File: src/rtl/afifo_wr_packer.sv
// Write-side packer ahead of afifo: gathers RATIO narrow beats into one wide word with a lane count.
// Optional idle auto-flush of partial words is enabled by defining AFIFO_WR_PACKER_TIMEOUT_EN.
module afifo_wr_packer #(
   parameter  int IN_W    = 8,
   parameter  int RATIO   = 4,
   parameter  int TIMEOUT = 16,
   localparam int OUT_W   = IN_W * RATIO,
   localparam int CW      = $clog2(RATIO)
) (
   input  logic             wclk,
   input  logic             wrst_n,
   input  logic             in_vld,
   output logic             in_rdy,
   input  logic [IN_W-1:0]  in_data,
   input  logic             in_last,
   input  logic             full_n,
   output logic             push,
   output logic [OUT_W-1:0] push_data,
   output logic [CW-1:0]    push_cnt,
   output logic             push_last
);

   if (RATIO < 2 || TIMEOUT < 1) begin : g_param_check
      $error("afifo_wr_packer: RATIO must be >= 2 and TIMEOUT >= 1");
   end

   logic [OUT_W-1:0] acc;
   logic [OUT_W-1:0] merged;
   logic [OUT_W-1:0] close_data;
   logic [CW-1:0]    lane_cnt;
   logic [CW-1:0]    close_cnt;
   logic             close_last;
   logic             accept;
   logic             close;
   logic             timeout_close;

   logic             out_vld;
   logic [OUT_W-1:0] out_data;
   logic [CW-1:0]    out_cnt;
   logic             out_last;

   // A word may only close when the holding register is empty or draining this cycle.
   assign in_rdy    = ~out_vld | full_n;
   assign push      = out_vld & full_n;
   assign accept    = in_vld & in_rdy;
   assign push_data = out_data;
   assign push_cnt  = out_cnt;
   assign push_last = out_last;

   // NOTE: every always_comb output gets a default first, so no path can infer a latch.
   always_comb begin
      merged = acc;
      for (int i = 0; i < RATIO; i++) begin
         if (lane_cnt == CW'(i)) merged[i*IN_W +: IN_W] = in_data;
      end
   end

`ifdef AFIFO_WR_PACKER_TIMEOUT_EN
   localparam int IW = $clog2(TIMEOUT + 1);
   logic [IW-1:0] idle_cnt;

   assign timeout_close = ~accept & (lane_cnt != '0) & (idle_cnt == IW'(TIMEOUT - 1)) & in_rdy;

   // Saturates at TIMEOUT-1 so a flush blocked by full_n fires as soon as the FIFO has room.
   always_ff @(posedge wclk or negedge wrst_n) begin
      if (!wrst_n) begin
         idle_cnt <= '0;
      end else if (accept || lane_cnt == '0 || timeout_close) begin
         idle_cnt <= '0;
      end else if (idle_cnt != IW'(TIMEOUT - 1)) begin
         idle_cnt <= idle_cnt + IW'(1);
      end
   end
`else
   assign timeout_close = 1'b0;
`endif

   assign close = (accept & ((lane_cnt == CW'(RATIO - 1)) | in_last)) | timeout_close;

   always_comb begin
      close_data = acc;
      close_cnt  = lane_cnt - CW'(1);
      close_last = 1'b0;
      if (accept) begin
         close_data = merged;
         close_cnt  = lane_cnt;
         close_last = in_last;
      end
   end

   // NOTE: sequential state uses non-blocking assignments so all registers update from pre-edge values.
   always_ff @(posedge wclk or negedge wrst_n) begin
      if (!wrst_n) begin
         acc      <= '0;
         lane_cnt <= '0;
         out_vld  <= 1'b0;
         out_data <= '0;
         out_cnt  <= '0;
         out_last <= 1'b0;
      end else begin
         if (close) begin
            acc      <= '0;
            lane_cnt <= '0;
         end else if (accept) begin
            acc      <= merged;
            lane_cnt <= lane_cnt + CW'(1);
         end

         if (close) begin
            out_vld  <= 1'b1;
            out_data <= close_data;
            out_cnt  <= close_cnt;
            out_last <= close_last;
         end else if (push) begin
            out_vld  <= 1'b0;
         end
      end
   end

endmodule

File: config.mk
export PLATFORM = sky130hd
export DESIGN_NAME = afifo_wr_packer
export DESIGN_NICKNAME = d
export VERILOG_FILES = /design/src/rtl/afifo_wr_packer.sv
export SDC_FILE = /design/constraint.sdc
export NUM_CORES = 1
export LEC_CHECK = 0
export BUFFER_PORTS_ARGS = -buffer_cell sky130_fd_sc_hd__buf_2
export CAP_MARGIN = 10
export CORE_MARGIN = 5
export CORE_UTILIZATION = 52
export DETAILED_ROUTE_END_ITERATION = 6
export PLACE_DENSITY = 0.76
export RECOVER_POWER = 100
export SLEW_MARGIN = 10
export SYNTH_ARGS = -nofsm -noshare
export SYNTH_HDL_FRONTEND = slang
export SYNTH_SLANG_ARGS = --single-unit
File: constraint.sdc
create_clock -name wclk -period 1.7 [get_ports wclk]
set_input_delay 0.17 -clock wclk [delete_from_list [all_inputs] [get_ports wclk]]
set_output_delay 0.17 -clock wclk [all_outputs]
set_load 0.1 [all_outputs]
==> results.sh <==
export IMPL_status="complete, no violations"
export IMPL_crit_type="flop to flop"
export IMPL_startpoint="lane_cnt[0]"
export IMPL_cts_root_buffer="clkbuf_8"
export IMPL_die_area_sq_um=8850
export IMPL_antenna_found_initial=0
export IMPL_max_cap_violations=0
export IMPL_nets=409
export IMPL_wl_per_cell_um=18.1
export IMPL_htree_levels=3
export IMPL_cts_tree="done"
export IMPL_hold_viol=0
export IMPL_pre_cts_slack_ns=0.0752
export IMPL_cp_arrival_ns=1.86
export IMPL_relSlewSlack=0.360
export IMPL_worstSetupStartpointType="flop"
export IMPL_tightest_slew_ns=0.960
export IMPL_grt_pass1_wl_um=14400
export IMPL_core_area_sq_um=6830
export IMPL_finalSetupViolCount=0
export IMPL_cts_setup_buffers=0
export IMPL_ys_ff_latch=70
export IMPL_drt_drc_violations_left=0
export IMPL_synthesis_instances=336
export IMPL_grt_start_max_net_pins=71
export IMPL_cts_reportedPaths_clkPinSlew_ns=0.07
export IMPL_gp_congestion=0.817
export IMPL_die_y_um=94.1
export IMPL_yosysTopAreaCellShare=0.477
export IMPL_drt_initial_drc_count=176
export IMPL_fmax_ghz=0.606
export IMPL_yosys_area_top_type="dfrtp_1"
export IMPL_critPathMaxFanout=18
export IMPL_area_growth_pct=18.1
export IMPL_period_share=0.971
export IMPL_ctsLongestPathBuffers=2
export IMPL_rows=30
export IMPL_synth_edf_count=0
export IMPL_critPathCapture="push_data[5]"
export IMPL_drive_above_1_share=0.356
export IMPL_ff2ff_setup_slack_ns=0.05
export IMPL_synthArstFlopShare=1.00
export IMPL_setup_slack_ns=0.0493
export IMPL_routed_wl_um=8880
export IMPL_track_usage=0.210
export IMPL_synth_nets=354
export IMPL_numPortBuffers=49
export IMPL_clk_latency_ns=0.34
export IMPL_reg2reg_from="lane_cnt[0]"
export IMPL_antenna_cells=0
export IMPL_r2r_end="push_data[5]"
export IMPL_ant_nets=0
export IMPL_end_kind="flop"
export IMPL_final_setup_skew_ns=0.00621
export IMPL_clock_sinks=70
export IMPL_die_w_um=94.1
export IMPL_initial_core_util=0.538
export IMPL_grt_overflow=0
export IMPL_drv_slew=0
export IMPL_rr_worst_depth=5
export IMPL_ys_top_cells_by_area="dfrtp_1, a31oi_4, a31oi_1"
export IMPL_synth_warnings=0
export IMPL_post_drt_via_cell_ratio=5.88
export IMPL_worst_hold_path_type="input pin to flop"
export IMPL_crit_required_ns=1.91
export IMPL_synthFlopType="dfrtp_1"
export IMPL_dr_pass1_iters=5
export IMPL_num_vias=2894
export IMPL_period_minus_slack_ns=1.65
export IMPL_synth_commonest_cells="dfrtp_1, nand2_1, a31oi_1, nand3_1, o21ai_0"
export IMPL_finalPower_mw=7.45
export IMPL_dpl_hpwl_um=5730
export IMPL_syn_area_sq_um=3670
export IMPL_synth_distinct_cells=27
export IMPL_post_synth_top_count_cell="dfrtp_1"
export IMPL_seq_area_frac_synth=0.477
export IMPL_syn_avg_cell_area_sq_um=10.9
export IMPL_p_per_area_nw_per_um2=1720
export IMPL_p_leak_nw=1.76
export IMPL_cts_buffers=9
export IMPL_ios=50
export IMPL_grt_pass1_vias=2814
export IMPL_irDropWorstVdd_mv=0.801
[what timing repair did]
action / CTS / global route
gates resized for setup: 0 / 19
hold endpoints to repair: 70 / 0
setup endpoints to repair: 0 / 33
hold buffers: 1 / 0
[worst min path at each step]
stage / start / to / slack (ns) / cells past startpoint
after detailed placement: wrst_n / out_vld / 0.23 / 2
after global placement: wrst_n / out_vld / 0.22 / 2
final: in_last / push_last / 0.10 / 2
after global routing: in_last / push_last / 0.1 / 2
after floorplan: wrst_n / acc[0] / -0.13 / 0
after CTS: in_last / push_last / 0.09 / 2
[sequential cells by signal, indices dropped and copies added (netlist names)]
name / flops
push_cnt: 2
lane_cnt: 2
push_last: 1
acc: 32
push_data: 32
out_vld: 1
[cells by family after synthesis]
family | synth area share
buf+inv | 0.0719
flops | 0.477
compound gates | 0.317
mux | 0.00613
simple gates | 0.111
fa+ha+maj | 0.0170
[power breakdown]
| part | internal, mW | leakage, nW | switching, mW |
|---|---|---|---|
| combinational | 0.887 | 0.788 | 3.03 |
| clock | 0.645 | 0.0954 | 0.606 |
| sequential | 2.07 | 0.878 | 0.208 |
[metal layers]
metal,wire length [um],global-route usage,up-vias
met5,0,0,-
met4,259,0.0963,0
met3,413,0.0345,23
met2,4280,0.323,90
met1,3930,0.289,1452
li1,-,-,1329
[critical path: stages (launching register included)]
cell	delay (ns)
dfrtp_2	0.44
ha_1	0.22
or2_1	0.27
buf_4	0.24
a31oi_1	0.31
a31oi_4	0.04
[placed cells by master, fill, tap and decap left out, types with 2 or more instances in the layout]
cell / netlist / final
and2_1: 7 / 5
nand2_1: 37 / 36
nand3_1: 33 / 33
o21ai_1: 0 / 10
inv_1: 3 / 3
clkbuf_2: 0 / 35
o21ai_0: 33 / 23
buf_12: 3 / 4
mux2_2: 2 / 2
buf_4: 2 / 31
clkinv_2: 0 / 2
dfrtp_1: 70 / 69
a31oi_1: 33 / 29
clkbuf_8: 0 / 12
a31oi_4: 29 / 29
a21oi_1: 30 / 30
ha_1: 5 / 4
a31oi_2: 0 / 4
nand4_1: 4 / 4
buf_2: 7 / 13
[cell type report]
class / instances / area, sq um
inverter: 4 / 17.5
tap: 96 / 120
clock buffer: 13 / 169
fill: 569 / 2490
timing repair buffer: 85 / 571
clock inverter: 3 / 17.5
multi-input combinational: 221 / 1690
sequential: 70 / 1750
[through the flow]
stage / hold WS (ns) / instances / utilization / cell area (sq um) / setup TNS (ns)
after global placement: 0.224 / 475 / 0.603 / 4120 / 0
after floorplan: -0.126 / 336 / - / 3670 / 0
after detailed placement: 0.228 / 475 / 0.603 / 4120 / 0
after CTS: 0.0889 / 492 / 0.632 / 4310 / 0
after global routing: 0.0981 / 492 / 0.635 / 4340 / -0.0133
final: 0.104 / 492 / 0.635 / 4340 / 0
(Power assumes the default switching activity.)
